==> src/rtl/hs32_exec_lsu.sv <==
// hs32 execute-stage sequencer: retires one op at a time (ALU, load, store, branch).
// Loads and stores use byte/half/word lane steering; misaligned or timed-out accesses raise a fault.
module hs32_exec_lsu #(
  parameter int          RW       = 4,
  parameter logic [31:0] RESET_PC = 32'h0000_0000,
  parameter int          PC_INC   = 4,
  parameter int          TMO      = 15
) (
  input  logic          clk,
  input  logic          reset,
  input  logic          req,
  output logic          rdy,
  input  logic [2:0]    kind,
  input  logic [1:0]    size,
  input  logic          sext,
  input  logic          cond,
  input  logic [RW-1:0] rd,
  input  logic [31:0]   alu_r,
  input  logic [31:0]   stdat,
  output logic          wb_we,
  output logic [RW-1:0] wb_adr,
  output logic [31:0]   wb_dat,
  output logic [31:0]   addr,
  output logic [31:0]   dtwm,
  output logic [3:0]    be,
  output logic          reqm,
  output logic          rw_mem,
  input  logic          rdym,
  input  logic [31:0]   dtrm,
  output logic [31:0]   pc,
  output logic [31:0]   newpc,
  output logic          flush,
  output logic          fault,
  output logic [31:0]   fault_addr
);
  localparam logic [2:0] K_ALU = 3'b000, K_LDR = 3'b001, K_STR = 3'b010,
                         K_B   = 3'b011, K_BL  = 3'b100;

  typedef enum logic [1:0] {IDLE, EXE, MEM, FLT} state_t;

  typedef struct packed {
    logic [2:0]    kind;
    logic [1:0]    size;
    logic          sext;
    logic          cond;
    logic [RW-1:0] rd;
    logic [31:0]   alu_r;
    logic [31:0]   stdat;
  } op_t;

  state_t st, st_n;
  op_t op, op_n;
  logic [7:0] cnt, cnt_n;
  logic [31:0] pc_n, newpc_n, wb_dat_n, addr_n, dtwm_n, fault_addr_n;
  logic [RW-1:0] wb_adr_n;
  logic [3:0] be_n;
  logic wb_we_n, reqm_n, rw_n, flush_n, fault_n;
  logic misal;
  logic [7:0] ld_b;
  logic [15:0] ld_h;
  logic [31:0] ld_val, pc_inc;

  assign rdy    = (st == IDLE);
  assign pc_inc = pc + 32'(PC_INC);
  assign misal  = (op.size == 2'b11) ||
                  (op.size == 2'b01 && op.alu_r[0]) ||
                  (op.size == 2'b10 && op.alu_r[1:0] != 2'b00);

  // Load lane extraction follows the latched effective address.
  assign ld_b = dtrm[{op.alu_r[1:0], 3'b000} +: 8];
  assign ld_h = op.alu_r[1] ? dtrm[31:16] : dtrm[15:0];
  always_comb begin
    case (op.size)
      2'b00:   ld_val = {{24{op.sext & ld_b[7]}}, ld_b};
      2'b01:   ld_val = {{16{op.sext & ld_h[15]}}, ld_h};
      default: ld_val = dtrm;
    endcase
  end

  always_comb begin
    st_n = st; op_n = op; cnt_n = cnt;
    pc_n = pc; newpc_n = newpc;
    wb_we_n = 1'b0; wb_adr_n = wb_adr; wb_dat_n = wb_dat;
    addr_n = addr; dtwm_n = dtwm; be_n = be; reqm_n = reqm; rw_n = rw_mem;
    flush_n = 1'b0; fault_n = 1'b0; fault_addr_n = fault_addr;
    case (st)
      IDLE: if (req) begin
        op_n.kind = kind; op_n.size = size; op_n.sext = sext; op_n.cond = cond;
        op_n.rd = rd; op_n.alu_r = alu_r; op_n.stdat = stdat;
        st_n = EXE;
      end
      EXE: begin
        st_n = IDLE;
        case (op.kind)
          K_ALU: begin
            wb_we_n = 1'b1; wb_adr_n = op.rd; wb_dat_n = op.alu_r; pc_n = pc_inc;
          end
          K_B, K_BL: begin
            if (op.cond) begin
              pc_n = op.alu_r; newpc_n = op.alu_r; flush_n = 1'b1;
              if (op.kind == K_BL) begin
                wb_we_n = 1'b1; wb_adr_n = op.rd; wb_dat_n = pc_inc;
              end
            end else begin
              pc_n = pc_inc;
            end
          end
          K_LDR, K_STR: begin
            if (misal) begin
              st_n = FLT;
            end else begin
              st_n = MEM; cnt_n = '0; reqm_n = 1'b1;
              rw_n = (op.kind == K_STR);
              addr_n = {op.alu_r[31:2], 2'b00};
              case (op.size)
                2'b00: begin
                  be_n = 4'(4'b0001 << op.alu_r[1:0]); dtwm_n = {4{op.stdat[7:0]}};
                end
                2'b01: begin
                  be_n = op.alu_r[1] ? 4'b1100 : 4'b0011; dtwm_n = {2{op.stdat[15:0]}};
                end
                default: begin
                  be_n = 4'b1111; dtwm_n = op.stdat;
                end
              endcase
            end
          end
          default: pc_n = pc_inc;
        endcase
      end
      MEM: begin
        // rdym in the final allowed cycle still completes the access.
        if (rdym) begin
          reqm_n = 1'b0; pc_n = pc_inc; st_n = IDLE;
          if (op.kind == K_LDR) begin
            wb_we_n = 1'b1; wb_adr_n = op.rd; wb_dat_n = ld_val;
          end
        end else if (cnt == 8'(TMO - 1)) begin
          reqm_n = 1'b0; st_n = FLT;
        end else begin
          cnt_n = cnt + 8'd1;
        end
      end
      FLT: begin
        fault_n = 1'b1; fault_addr_n = op.alu_r; st_n = IDLE;
      end
      default: st_n = IDLE;
    endcase
  end

  always_ff @(posedge clk or negedge reset) begin
    if (!reset) begin
      st <= IDLE; op <= '0; cnt <= '0;
      pc <= RESET_PC; newpc <= '0;
      wb_we <= 1'b0; wb_adr <= '0; wb_dat <= '0;
      addr <= '0; dtwm <= '0; be <= '0; reqm <= 1'b0; rw_mem <= 1'b0;
      flush <= 1'b0; fault <= 1'b0; fault_addr <= '0;
    end else begin
      st <= st_n; op <= op_n; cnt <= cnt_n;
      pc <= pc_n; newpc <= newpc_n;
      wb_we <= wb_we_n; wb_adr <= wb_adr_n; wb_dat <= wb_dat_n;
      addr <= addr_n; dtwm <= dtwm_n; be <= be_n; reqm <= reqm_n; rw_mem <= rw_n;
      flush <= flush_n; fault <= fault_n; fault_addr <= fault_addr_n;
    end
  end
endmodule
==> config.mk <==
export PLATFORM = sky130hd
export DESIGN_NAME = hs32_exec_lsu
export DESIGN_NICKNAME = d
export VERILOG_FILES = /design/src/rtl/hs32_exec_lsu.sv
export SDC_FILE = /design/constraint.sdc
export NUM_CORES = 1
export LEC_CHECK = 0
export BUFFER_PORTS_ARGS = -buffer_cell sky130_fd_sc_hd__buf_2
export CAP_MARGIN = 5
export CORE_MARGIN = 2
export CORE_UTILIZATION = 30
export CTS_BUF_LIST = sky130_fd_sc_hd__clkbuf_16
export DETAILED_ROUTE_END_ITERATION = 12
export HOLD_SLACK_MARGIN = 0.12
export PLACE_DENSITY = 0.5
export SLEW_MARGIN = 20
export SYNTH_ARGS = -nofsm -noshare
export SYNTH_HDL_FRONTEND = slang
export SYNTH_SLANG_ARGS = --single-unit
==> constraint.sdc <==
create_clock -name clk -period 2.96 [get_ports clk]
set_input_delay 0.296 -clock clk [delete_from_list [all_inputs] [get_ports clk]]
set_output_delay 0.296 -clock clk [all_outputs]
set_load 0.005 [all_outputs]
Word-level counts from Yosys, hierarchy flattened
Index checks and enable logic that the tools add are counted.
{"block": "classes", "add_sub_neg": 2, "shifts": 2, "bitwise_logic": 3, "reduce_logical": 19, "n_mux": 47, "n_eq_ne": 23}
{"operator": "case mux 32 bit (2 select lines)", "count": 6}
{"operator": "two-way mux 32 bit", "count": 6}
{"operator": "adder 32 x 3 -> 32 bit, second input constant", "count": 1}
{"operator": "two-way mux 8 bit", "count": 4}
{"operator": "indexed part select 32 x 6 -> 8 bit", "count": 1}
{"operator": "case mux 4 bit (2 select lines)", "count": 3}
{"operator": "two-way mux 4 bit", "count": 5}
{"operator": "two-way mux 16 bit", "count": 1}
{"operator": "inequality test 2 bit, second input constant", "count": 8}
{"operator": "case mux 8 bit (2 select lines)", "count": 1}
{"operator": "two-way mux 1 bit", "count": 13}
{"operator": "inequality test 3 bit, second input constant", "count": 3}
{"operator": "AND reduction 3 bit", "count": 3}
{"operator": "adder 8 x 1 -> 8 bit, second input constant", "count": 1}
{"operator": "equality test 2 bit, second input constant", "count": 4}
{"operator": "equality test 8 x 4 -> 1 bit, second input constant", "count": 1}
{"operator": "two-way mux 2 bit", "count": 4}
{"operator": "case mux 2 bit (4 select lines)", "count": 1}
{"operator": "equality test 3 x 2 -> 1 bit, second input constant", "count": 2}
{"operator": "case mux 1 bit (2 select lines)", "count": 3}
{"operator": "AND reduction 6 bit", "count": 1}
{"operator": "AND reduction 5 bit", "count": 1}
{"operator": "equality test 2 x 1 -> 1 bit, second input constant", "count": 2}
{"operator": "zero test 2 bit", "count": 2}
{"operator": "other kinds (13)", "count": 19}
{"block": "totals", "inputBits": 111, "regBits": 288, "elab_cells": 118}

Depth between registers and ports, before layout
{"block": "depth", "depth_word": 7, "mapped_depth": 9}

Least setup slack after synthesis
Ideal clock, no wire load.
{"block": "synth_timing", "path_kind": "reg-to-reg", "start": "register st[0]", "end": "register pc[30]", "setup_slack_ns": 0.798, "stages_incl_launch_ff": 8, "setup_ns": 0.126, "t_required_ns": 2.834, "t_arrival_ns": 2.036, "path_cell_list": "dfrtp_1 > inv_1 > ha_1 > or4b_4 > a21bo_1 > buf_2 > buf_4 > a311o_1"}
{"block": "synth_between", "elab_chain_cells": 3, "elab_cells_between_ends": 7}
{"element": "from (decl)", "line_no": "51", "rtl": "state_t st, st_n;"}
{"element": "from (signal assigned)", "line_no": "159", "rtl": "st <= st_n; op <= op_n; cnt <= cnt_n;"}
{"element": "equality test 2 x 1 -> 1 bit / equality test 2 bit (equally long branches)", "line_no": "86", "rtl": "case (st)"}
{"element": "inequality test 2 bit (no line) / nonzero test 2 bit (equally long branches)"}
{"element": "AND reduction 3 bit (no line)"}
{"element": "to (signal assigned)", "line_no": "160", "rtl": "pc <= pc_n; newpc <= newpc_n;"}
{"element": "to (decl)", "line_no": "30", "rtl": "output logic [31:0] pc,"}
Parallel ways exist; a longest one is shown, timed or not.
A chain may end at the register's enable or synchronous reset.

Final worst setup path
{"block": "layout_timing", "start": "register pc[2]", "end": "register wb_dat[26]"}
{"block": "layout_between", "elab_chain_cells": 5}
{"element": "adder 32 x 3 -> 32 bit", "line_no": "64", "rtl": "assign pc_inc = pc + 32'(PC_INC);"}
{"element": "two-way mux 32 bit", "line_no": "101", "rtl": "if (op.kind == K_BL) begin"}
{"element": "two-way mux 32 bit", "line_no": "99", "rtl": "if (op.cond) begin"}
{"element": "case mux 32 bit (2 select lines)", "line_no": "94", "rtl": "case (op.kind)"}
{"element": "case mux 32 bit (2 select lines)", "line_no": "86"}
{"element": "to (signal assigned)", "line_no": "161", "rtl": "wb_we <= wb_we_n; wb_adr <= wb_adr_n; wb_dat <= wb_dat_n;"}
{"element": "to (decl)", "line_no": "22", "rtl": "output logic [31:0] wb_dat,"}
Every way passes these cells. The select of a mux whose other input is x is not followed.

==> impl_metrics.py <==
metrics = {
    "logic_synthesis": {
        "synthDistinctLibCells": 82,
        "postSynthCellCount": 1218,
        "synth_edf_count": 0,
        "synth_ff_type": "dfrtp_1",
        "synthTopCellsByArea": "dfrtp_1 (52%), mux2_2 (15%), nand2_1 (3.7%)",
        "avgSynthCellArea_sq_um": 11.3,
        "yosysWarnings": 0,
        "synth_area_sq_um": 13800,
        "seq_area_frac_synth_pct": 52.1,
        "synth_seq_cells": 288,
        "synthArstFlopShare_pct": 100,
        "yosys.area.top_type": "dfrtp_1",
        "synth_top_cell_area_share_pct": 52.1,
    },
    "power": {
        "leakage_uw": 0.00817,
        "p_int_uw": 12800,
        "clockPowerShare_pct": 19.3,
        "worst_ir_drop_vdd_mv": 0.450,
        "powerDensity_nw_per_um2": 1200,
        "p_sw_uw": 8740,
        "swShare_pct": 40.7,
        "comb_power_share_pct": 44.6,
        "seq_power_share_pct": 36.1,
    },
    "die": {
        "die_h_um": 219,
        "die_w_um": 219,
        "initial_utilization_pct": 30.5,
        "num_rows": 78,
        "core_sq_um": 45400,
        "die-area_sq_um": 47800,
        "io_pins": 317,
    },
    "setup_path": {
        "crit_start": "pc[2]$_DFFE_PN0P_",
        "required_ps": 3390,
        "cp_top_family": "simple AND/OR/NAND/NOR gates",
        "crit_path_top_delay_cell": "nor4_1",
        "crit_buf_inv": 0,
        "start_kind": "flip-flop",
        "max_stage_delay_ps": 840,
        "path_cells": "ha_1, nand4_2, nor4_1, nand3_1, mux2i_1, o41ai_2",
        "crit_fanout": 8,
        "cp.arrival_ps": 3230,
        "setup.worst_path.end_class": "flip-flop",
        "critical_path_class": "reg -> reg",
        "r2r_start": "pc[2]$_DFFE_PN0P_",
    },
    "flow_run": {
        "drv_cap": 0,
    },
    "placed_design": {
        "place_area_sq_um": 16100,
        "portBuffers": 314,
        "finalWeightedCongestion": 0.834,
        "dp.cells": 2083,
        "detailed_place_hpwl_um": 33800,
    },
    "routing": {
        "viasPerCell": 5.07,
        "dr.first_iter.drc_count": 800,
        "routedWlPerCell_um": 21.0,
        "ant_nets": 0,
        "dr.pass1.iters": 6,
        "vias": 11291,
        "route.detailed.drc": 0,
        "finalWirelength_um": 46800,
    },
    "grt": {
        "track_usage_pct": 19.6,
        "grt_pass1_wl_um": 70400,
        "grt_max_degree": 77,
        "antenna_found_initial": 14,
        "grt_overflow": 0,
        "grt_pass1_vias": 11242,
    },
    "cts": {
        "cts-root-buf": "clkbuf_16",
        "cts.sinks": 288,
        "cts_tree": "done",
        "postCtsSetupRepairBufs": 0,
        "cts_hold_buf": 77,
        "clock_latency_ps": 550,
        "clkTransAtPathRegs_ps": 60,
        "htree_levels": 2,
        "clock_path_buffers": 3,
        "cts-resized-gates": 0,
        "numCtsBuffers": 36,
    },
    "final_layout": {
        "seqCellArea_sq_um": 7210,
        "area_growth_pct": 30.1,
        "fin_nets": 1716,
        "post-route-util_pct": 39.6,
        "layout_common_cells": "buf_2 (313), dfrtp_1 (287), mux2_2 (186), nand2_1 (133), dlygate4sd3_1 (77)",
        "final_common_cell": "buf_2",
        "final_cells": 2227,
        "fillers": 4488,
        "drive_gt1_share_pct": 38.0,
        "multi_input_area_sq_um": 6140,
        "finalInstanceArea_sq_um": 18000,
    },
    "timing": {
        "final-setup-viol-count": 0,
        "fmax_mhz": 357,
        "skew_ps": 16.3,
        "rsz0062_at_grt": "false",
        "tns_ps": 0,
        "drv_slew": 0,
        "tightest_slew_ps": 893,
        "post-route-period-util_pct": 94.7,
        "slew_headroom_pct": 39.9,
        "hold_viol_final": 0,
        "fin_crit_ps": 2800,
        "whs_ps": 149,
    },
    "hold_path": {
        "hold_path.class": "in -> reg",
        "hold_start": "dtrm[21]",
    },
    "status": {
        "outcome": "completed",
    },
}
final timing paths:
path / endpoint / slack [ps] / cells past startpoint
max: wb_dat[26]$_DFFE_PN0P_ / 160 / 6
min: wb_dat[21]$_DFFE_PN0P_ / 150 / 3
max reg2reg: wb_dat[26]$_DFFE_PN0P_ / 160 / 6
min reg2reg: wb_adr[1]$_DFFE_PN0P_ / 470 / 2
max in group asynchronous: wb_adr[3]$_DFFE_PN0P_ / 1780 / 3
min in group asynchronous: op[12]$_DFFE_PN0P_ / 340 / 2
final cells by class:
type	count	area share [%]
diodes	5	0.0696
well taps	600	4.18
flip-flops and latches	288	40.1
multi-input cells	826	34.2
clock buffers	36	5.01
inverters	18	0.376
repair buffers	428	15.0
clock inverters	26	1.13
Yosys cell counts, types with 6 or more instances:
library cell and count:
nor2_1 46, a22oi_1 6, nor4_1 9, nand2b_1 6, a222oi_1 6, xor2_1 11
a21oi_1 54, or3_1 9, clkbuf_1 40, a221oi_1 14, a2bb2oi_1 13, and2_1 9
mux2i_1 32, buf_2 30, o21ai_0 74, xnor2_1 9, o31ai_1 6, ha_1 7
a22o_1 9, nand2_1 135, o41ai_2 6, nand4_1 13, mux2_2 186, o22ai_1 21
dfrtp_1 288, nor3_1 10, inv_1 17, and4_1 7, o221ai_1 9, nand3_1 29
buf_6 7
routing by layer:
metal	part of all wire (%)	global-route usage, %	vias up
li1	-	-	5218
met3	8.1	5.82	88
met5	0.17	0	-
met2	45	30.5	371
met4	3.5	8.04	12
met1	43	25.4	5602
metrics by stage:
step	worst slack (ps)	total power [uW]
2_1_floorplan	798	13400
5_1_grt	125	23100
3_3_place_gp	251	17200
3_5_place_dp	245	17400
6_report	158	21500
4_1_cts	225	21800
flip-flops by register name, summed over array words and instances (netlist names), 2 cells and up:
name	count
dtwm	32
st	2
wb_adr	4
op	75
addr	30
cnt	8
fault_addr	32
pc	32
wb_dat	32
be	4
newpc	32
power groups by stage:
| stage | logic, uW | clock network, uW | registers [uW] |
|---|---|---|---|
| after floorplan | 6190 | 0 | 7210 |
| after global placement | 9460 | 0 | 7770 |
| after detailed placement | 9590 | 0 | 7830 |
| after CTS | 9700 | 4310 | 7780 |
| after global routing | 10600 | 4460 | 8080 |
| final | 9580 | 4150 | 7760 |
worst reg2reg max path, cell delays in order, from the launching register on:
cell and delay, ps:
dfrtp_1 500, ha_1 350, nand4_2 250, nor4_1 840, nand3_1 330, mux2i_1 220
o41ai_2 220
logic make-up (layout without fill, tap and decap cells):
family	count (synthesis)	in the layout	share of synthesized area [%]
AND/OR/NAND/NOR	313	313	11.5
adder cells (fa/ha/maj)	7	7	0.634
AO/OA/AOI/OAI	261	261	12.9
other	1	7	0.0271
XOR/XNOR	20	20	1.27
multiplexers	223	223	17.9
flip-flops	288	288	52.1
buffers and inverters	105	508	3.64
Power figures use the tool's default switching activity.
